--- src/rtl/hsiao2_64_pkg.sv ---
// Shared constants for the Hsiao (72,64) SEC-DED encoder/decoder pair.
// H_COL[j] holds the check rows covered by data bit j; index 0 of each column is chk[0].
package hsiao2_64_pkg;

  localparam int DATA_W = 64;
  localparam int CHK_W  = 8;
  localparam int CODE_W = 72;

  // All 56 weight-3 columns plus eight weight-5 columns at j%8==3, chosen so
  // that every row covers exactly 26 data bits.
  localparam logic [0:CHK_W-1] H_COL [0:DATA_W-1] = '{
    8'hC4, 8'hE0, 8'hD0, 8'hBC, 8'hC8, 8'hC2, 8'hC1, 8'hB0,
    8'hA8, 8'hA4, 8'hA2, 8'h5E, 8'hA1, 8'h98, 8'h94, 8'h92,
    8'h91, 8'h8C, 8'h8A, 8'h2F, 8'h89, 8'h86, 8'h85, 8'h83,
    8'h70, 8'h68, 8'h64, 8'h97, 8'h62, 8'h61, 8'h58, 8'h54,
    8'h52, 8'h51, 8'h4C, 8'hCB, 8'h4A, 8'h49, 8'h46, 8'h45,
    8'h43, 8'h38, 8'h34, 8'hE5, 8'h32, 8'h31, 8'h2C, 8'h2A,
    8'h29, 8'h26, 8'h23, 8'hF2, 8'h1C, 8'h1A, 8'h19, 8'h16,
    8'h15, 8'h13, 8'h0E, 8'h79, 8'h0D, 8'h0B, 8'h07, 8'h25
  };

  typedef enum logic [1:0] {
    BUF_EMPTY = 2'd0,
    BUF_ONE   = 2'd1,
    BUF_TWO   = 2'd2
  } buf_state_t;

endpackage

--- src/rtl/hsiao2_64_chkgen.sv ---
// Combinational check-bit generator: chk = data * H. Also usable as the
// data half of a syndrome computation.
module hsiao2_64_chkgen
  import hsiao2_64_pkg::*;
(
  input  logic [0:DATA_W-1] data,
  output logic [0:CHK_W-1]  chk
);

  always_comb begin
    chk = '0;
    for (int j = 0; j < DATA_W; j++) begin
      chk = chk ^ (data[j] ? H_COL[j] : '0);
    end
  end

endmodule

--- src/rtl/hsiao2_64_enc.sv ---
// Streaming Hsiao (72,64) encoder with per-word error injection, a 2-entry
// skid buffer on the output and a saturating delivered-word counter.
module hsiao2_64_enc
  import hsiao2_64_pkg::*;
#(
  parameter int CNT_W = 16
) (
  input  logic              clk,
  input  logic              reset_n,
  input  logic              enable,
  input  logic              i_valid,
  output logic              o_ready,
  input  logic [0:DATA_W-1] i_data,
  input  logic [0:CODE_W-1] i_inj_mask,
  output logic              o_valid,
  input  logic              i_ready,
  output logic [0:CODE_W-1] o_code,
  output logic [CNT_W-1:0]  o_word_cnt,
  output logic [1:0]        o_dbg_state
);

  // Handshake: a word moves when valid and ready are both high at a rising
  // edge with enable high; valid never waits on ready, and o_ready is a flop.
  buf_state_t        state_q, state_d;
  logic [0:CODE_W-1] main_q, main_d;
  logic [0:CODE_W-1] skid_q, skid_d;
  logic              ready_q, ready_d;
  logic [CNT_W-1:0]  cnt_q, cnt_d;

  logic [0:CHK_W-1]  chk;
  logic [0:CODE_W-1] new_code;
  logic              it, ot;

  hsiao2_64_chkgen u_chkgen (
    .data (i_data),
    .chk  (chk)
  );

  // Mask goes on after check generation so check bits describe clean data.
  assign new_code = {i_data, chk} ^ i_inj_mask;

  assign it = enable & i_valid & ready_q;
  assign ot = enable & (state_q != BUF_EMPTY) & i_ready;

  always_comb begin
    state_d = state_q;
    main_d  = main_q;
    skid_d  = skid_q;
    cnt_d   = cnt_q;
    case (state_q)
      BUF_EMPTY: begin
        if (it) begin
          main_d  = new_code;
          state_d = BUF_ONE;
        end
      end
      BUF_ONE: begin
        if (it && !ot) begin
          skid_d  = new_code;
          state_d = BUF_TWO;
        end else if (!it && ot) begin
          state_d = BUF_EMPTY;
        end else if (it && ot) begin
          main_d = new_code;
        end
      end
      BUF_TWO: begin
        if (ot) begin
          main_d  = skid_q;
          state_d = BUF_ONE;
        end
      end
      default: state_d = BUF_EMPTY;
    endcase
    ready_d = (state_d != BUF_TWO);
    if (ot && (cnt_q != '1)) cnt_d = cnt_q + 1'b1;
  end

  always_ff @(posedge clk) begin
    if (!reset_n) begin
      state_q <= BUF_EMPTY;
      main_q  <= '0;
      skid_q  <= '0;
      ready_q <= 1'b0;
      cnt_q   <= '0;
    end else begin
      state_q <= state_d;
      main_q  <= main_d;
      skid_q  <= skid_d;
      ready_q <= ready_d;
      cnt_q   <= cnt_d;
    end
  end

  assign o_ready     = ready_q;
  assign o_valid     = (state_q != BUF_EMPTY);
  assign o_code      = main_q;
  assign o_word_cnt  = cnt_q;
  assign o_dbg_state = state_q;

endmodule

--- config.mk ---
export PLATFORM = sky130hd
export DESIGN_NAME = hsiao2_64_enc
export DESIGN_NICKNAME = d
export VERILOG_FILES = /design/src/rtl/hsiao2_64_pkg.sv /design/src/rtl/hsiao2_64_chkgen.sv /design/src/rtl/hsiao2_64_enc.sv
export SDC_FILE = /design/constraint.sdc
export NUM_CORES = 1
export LEC_CHECK = 0
export ABC_AREA = 1
export BUFFER_PORTS_ARGS = -buffer_cell sky130_fd_sc_hd__buf_2
export CELL_PAD_IN_SITES_DETAIL_PLACEMENT = 1
export CELL_PAD_IN_SITES_GLOBAL_PLACEMENT = 1
export CORE_UTILIZATION = 39
export CTS_BUF_LIST = sky130_fd_sc_hd__clkbuf_4
export CTS_CLUSTER_DIAMETER = 60
export CTS_CLUSTER_SIZE = 25
export DETAILED_ROUTE_END_ITERATION = 8
export MAX_ROUTING_LAYER = met4
export PLACE_DENSITY_LB_ADDON = 0.1
export SYNTH_ARGS = -nofsm -noshare
export SYNTH_HDL_FRONTEND = slang
export SYNTH_SLANG_ARGS = --single-unit
--- constraint.sdc ---
create_clock -name clk -period 2.03 [get_ports clk]
set_input_delay 0.5075 -clock clk [delete_from_list [all_inputs] [get_ports clk]]
set_output_delay 0.5075 -clock clk [all_outputs]
set_load 0.01 [all_outputs]
== Yosys cells after proc, flatten, opt, wreduce, memory -nomap -nowiden ==
Index checks and enable logic that the tools add are counted.

* Reduce and logical (&&, ||, !) cells: 11
* Muxes and demuxes: 75
* Add/sub/neg operators: 1
* Bitwise operators: 68
* Eq/ne operators: 9

{| class="wikitable"
|+ Operators with widths
! kind !! number
|-
| $xor A8 B8 Y8 || 62
|-
| $mux W72 || 5
|-
| $pmux W72 S3 || 1
|-
| $mux W8 || 26
|-
| $mux W7 || 17
|-
| $xor A72 B72 Y72 || 1
|-
| $mux W6 || 11
|-
| $mux W5 || 6
|-
| $add A16 B1 Y16 const B || 1
|-
| $ne A16 B16 Y1 const B || 1
|-
| $mux W4 || 3
|-
| $ne A2 B2 Y1 const B || 6
|-
| $mux W2 || 4
|-
| $xor A8 B6 Y8 || 1
|-
| $pmux W2 S3 || 1
|-
| $reduce_and A6 Y1 || 1
|-
| $and A1 B1 Y1 || 4
|-
| $logic_and A1 B1 Y1 || 4
|-
| $mux W3 || 1
|-
| $reduce_bool A3 Y1 || 1
|-
| $eq A2 B1 Y1 const B || 1
|-
| $eq A2 B2 Y1 const B || 1
|-
| $logic_not A1 Y1 || 2
|-
| $logic_not A2 Y1 || 1
|-
| 2 further kinds || 2
|}

* Input bits: 141
* Register bits after elaboration: 163
* Logic and storage cells: 169
* Output and inout port bits: 92

== Depth between registers and ports, before layout ==
* Depth in word-level cells: 69
* Depth in mapped cells: 18
* Depth with buffers taken out: 17

== Hierarchy ==
From an unflattened synthesis, not the netlist that was laid out.

* Cells, all modules: 1498
* Area total of the unflattened synthesis: 9878.2 sq um

{| class="wikitable"
|+ By module, submodules not included
! module !! sequential area each (sq um) !! instances !! area each (sq um) !! cells an instance
|-
| hsiao2_64_enc || 3263.1 || 1 || 7075.5 || 952
|-
| hsiao2_64_chkgen || 0.0 || 1 || 2802.7 || 546
|}

== Least setup slack after synthesis ==
No wires, ideal clock.

* Path type: input port to flip-flop
* Start: in i_data[19] in the netlist's numbering
* End: reg skid_q[69] in the netlist's numbering
* Setup time: 0.116 ns
* Arrival: 1.626 ns
* Required time: 1.914 ns
* Setup slack: 0.287 ns
* Path buffers: 1
* Cell stages on the path: 14
* Path through: buf_2 xnor2_2 xor2_1 inv_1 nand2_1 nand2_1 inv_1 nand2_1 nand2_1 inv_1 nand2_1 nand3_1 o211ai_1 inv_1

* Word-level cells in the longest chain between the ends: 47

{| class="wikitable"
|+ Ends and longest elaborated chain
! element !! RTL line !! RTL
|-
| from (decl) || hsiao2_64_enc.sv:13 || <nowiki>input logic [0:DATA_W-1] i_data,</nowiki>
|-
| $mux W6 || hsiao2_64_chkgen.sv:13 || <nowiki>chk = chk ^ (data[j] ? H_COL[j] : '0);</nowiki>
|-
| $xor A8 B8 Y8 (44 in a row) || hsiao2_64_chkgen.sv:13 ||
|-
| $xor A8 B6 Y8 || hsiao2_64_chkgen.sv:13 ||
|-
| $xor A72 B72 Y72 || hsiao2_64_enc.sv:40 || <nowiki>assign new_code = {i_data, chk} ^ i_inj_mask;</nowiki>
|-
| to (signal assigned) || hsiao2_64_enc.sv:89 || <nowiki>skid_q <= skid_d;</nowiki>
|-
| to (decl) || hsiao2_64_enc.sv:26 || <nowiki>logic [0:CODE_W-1] skid_q, skid_d;</nowiki>
|}

Every way passes these cells.
A chain may end at the register's enable or synchronous reset.

== Final worst setup path ==
* Start: reg cnt_q[0] (netlist: o_word_cnt[0])
* End: reg cnt_q[7] (netlist: o_word_cnt[7])

* Word-level cells in the longest chain between the ends: 2
* Elaborated cells on any way between the ends: 3

{| class="wikitable"
|+ Ends and longest elaborated chain
! element !! RTL line !! RTL
|-
| from (decl) || hsiao2_64_enc.sv:28 || <nowiki>logic [CNT_W-1:0] cnt_q, cnt_d;</nowiki>
|-
| from (signal assigned) || hsiao2_64_enc.sv:91 || <nowiki>cnt_q <= cnt_d;</nowiki>
|-
| branches (longest 2 deep; another with $add A16 B1 Y16) || - ||
|}

Parallel ways; which one is timed is not known.

==> metrics.yaml <==
yosys:
  syn-num-nets: 1653
  synth_xor_xnor_area_share: 0.166
  synthAdderAreaFrac: 0.00125
  syn_area_per_cell_um2: 6.64
  synth_compound_area_frac: 0.146
  synth_cells: 1511
  synthMuxAreaShare: 0
  synth-seq-area-share: 0.325
  yosysWarnings: 0
  yosys.area_share.simple: 0.250
  synth_cell_types: 36
  synth_top_family_by_area: "simple AND/OR/NAND/NOR gates"
  synth-seq-cells: 163
  syn-cell-area_mm2: 0.0100
sta:
  setup_violations: 0
  whs_ns: 0.205
  final_max_slew_viol_count: 0
  worst_pin_slew_ns: 0.758
  period_share: 0.906
  fin_ws_ns: 0.191
  hold_viol_final: 0
  clock_skew_ns: 0.0253
  period_needed_ns: 1.84
  slew_headroom: 0.494
  finalSetupTns_ns: 0
  fmax_ghz: 0.544
placement:
  gp_routability_congestion: 0.871
  hpwl_um: 27200
  post-place-ws_ns: -0.194
  portBuffers: 232
  post_dp_cell_area_mm2: 0.0119
cells_and_area:
  multi_input_area_mm2: 0.00570
  fin_area_mm2: 0.0122
  drive_gt1_frac: 0.206
  area_delta_synth_final_pct: 21.3
  num-nets-final: 1879
  fillers: 3420
  register_area_mm2: 0.00327
critical_path:
  critical_path_required_ns: 2.53
  critPathMaxFanout: 5
  path_cells: "ha_1, nand3_1, nor2_1, nand3_1, nand2_2, inv_1, nand2_1, nor3_1, nand2_1, o21ai_0, a21oi_1"
  crit_slowest_cell: "dfxtp_2"
  r2r_slack_ns: 0.19
  path_buf_inv: 1
  r2r_start: "o_word_cnt[0]$_SDFFE_PN0P_"
  critPathTopFamily: "simple AND/OR/NAND/NOR gates"
  reg2reg_to: "o_word_cnt[7]$_SDFFE_PN0P_"
  r2r_cells: 11
  worst_ep_arrival_time_ns: 2.34
  end_kind: "register"
  cp-start-kind: "register"
  slowest_delay_ns: 0.37
  crit_type: "register to register"
route:
  vias: 10388
  ant_nets: 0
  drt-wirelength-per-cell_um: 17.2
  routed_via_density: 4.98
  wl_um: 36000
  first_pass_iters: 5
  first_iter_violations: 526
  post-route-drc-count: 0
floorplan:
  die_height_um: 162
  fp-row-count: 58
  core_area_mm2: 0.0252
  die_area_mm2: 0.0264
  start_util: 0.399
  die_w_um: 162
  ioPinCount: 233
job:
  max-cap-violations: 0
pwr:
  powerDensity_mw_per_mm2: 621
  pwr-share-comb: 0.296
  p_int_mw: 4.79
  p_leak_nw: 6.02
  power.total_mw: 7.56
  clock_power_share: 0.263
  switching_power_mw: 2.77
  ir_drop_mv: 0.283
  pwr-share-seq: 0.441
  swShare: 0.367
global_route:
  grt_use_total: 0.284
  grt_max_degree: 93
  grt_pass1_vias: 10416
  antenna_found_initial: 8
  grt_pass1_wl_um: 56100
  grt_overflow_total: 0
clock_network:
  cts-root-buf: "clkbuf_4"
  clkSinkCount: 163
  clkLatencyLatePin_ns: 0.58
  cts_hold_buf: 0
  cts_tree: "yes"
  path_clk_slew_ns: 0.16
  htree_levels: 4
  cts_buffer_depth: 2
  cts_inserted_buffers: 17
hold_path:
  hold_path_depth: 4
  min_from: "i_inj_mask[43]"
  hp-class: "input pin to register"
  min_to: "skid_q[43]$_SDFFE_PN0P_"
outcome:
  status: "complete, no violations"
tightest hold or removal path, delay by kind of cell:
| family | cells | cell delay (ns) |
|---|---|---|
| compound gates | 1 | 0.06 |
| xor+xnor | 1 | 0.05 |
| buf+inv | 2 | 0.14 |
power groups by stage:
| stage | Sequential, mW | Combinational [mW] | Clock (mW) |
|---|---|---|---|
| after floorplan | 3.43 | 1.39 | 0 |
| after global placement | 3.40 | 2.17 | 0 |
| after detailed placement | 3.40 | 2.23 | 0 |
| after CTS | 3.33 | 2.24 | 2.05 |
| after global routing | 3.34 | 2.50 | 2.16 |
| final | 3.33 | 2.24 | 1.99 |
logic make-up after synthesis:
family,after synthesis
buffers and inverters,275
AO/OA/AOI/OAI,287
AND/OR/NAND/NOR,598
flip-flops,163
adder cells (fa/ha/maj),1
XOR/XNOR,187
what timing repair did:
| action | in CTS | in global routing |
|---|---|---|
| resized for setup | 0 | 4 |
| setup buffers | 0 | 1 |
| setup endpoints to repair | 0 | 1 |
metrics by stage:
step           cells  utilization
3_5_place_dp    2047        0.471
2_1_floorplan   1511            -
5_1_grt         2088        0.484
4_1_cts         2079        0.482
3_3_place_gp    2047        0.471
6_report        2088        0.484
layer usage:
layer	vias to the layer above	share of wire	global-route usage
met2	225	0.49	0.489
li1	5216	-	-
met1	4913	0.45	0.340
met5	-	0	-
met4	0	0.017	0.0708
met3	34	0.045	0.0504
worst max-delay path by stage:
stage / start / end / slack [ns] / cells after the start
4_1_cts: o_word_cnt[1]$_SDFFE_PN0P_ / o_word_cnt[14]$_SDFFE_PN0P_ / 0.07 / 11
5_1_grt: o_word_cnt[0]$_SDFFE_PN0P_ / o_word_cnt[9]$_SDFFE_PN0P_ / -0.002 / 11
2_1_floorplan: i_data[19] / skid_q[69]$_SDFFE_PN0P_ / 0.29 / 14
3_3_place_gp: i_data[43] / o_code[66]$_SDFFE_PN0P_ / -0.15 / 14
3_5_place_dp: i_data[43] / o_code[66]$_SDFFE_PN0P_ / -0.19 / 15
6_report: o_word_cnt[0]$_SDFFE_PN0P_ / o_word_cnt[7]$_SDFFE_PN0P_ / 0.19 / 11
placed cells by master, fill, tap and decap left out, types with 6 or more instances in the layout:
master    instances
o211ai_1          6
nand3_1         121
buf_4            55
nand2_1         390
nor3_1            7
o21ai_0         135
nor2_1           44
xnor2_1          71
buf_2           232
a21oi_1         139
diode_2           8
dfxtp_1         161
clkbuf_4         17
nand4_1           6
inv_1           177
nand2_2           8
xor2_1          112
buf_12           12
flip-flops by register name (all words and copies together) (netlist names):
name         count
o_ready          1
o_dbg_state      2
skid_q          72
o_code          72
o_word_cnt      16
cell usage after synthesis, drive strengths merged:
master,instances,share of area
xnor2,74,0.067
inv,182,0.068
nor3,8,0.0040
nand3,122,0.061
dfxtp,163,0.33
o21ai,136,0.068
buf,51,0.027
and3,1,0.00062
nor3b,3,0.0022
nand2,399,0.15
clkinv,1,0.00037
ha,1,0.0012
o21bai,1,0.00075
o211ai,6,0.0045
or2,6,0.0037
xor2,113,0.099
clkbuf,41,0.016
nand4,6,0.0037
nor2,48,0.019
nand3b,5,0.0037
a21oi,144,0.073
cell type report:
type,count,area share
multi-input combinational,1073,0.468
sequential,163,0.268
timing repair buffer,299,0.149
inverter,183,0.0564
tap,330,0.0339
clock inverter,15,0.0124
clock buffer,17,0.0105
antenna,8,0.00164
(Power assumes the default switching activity.)
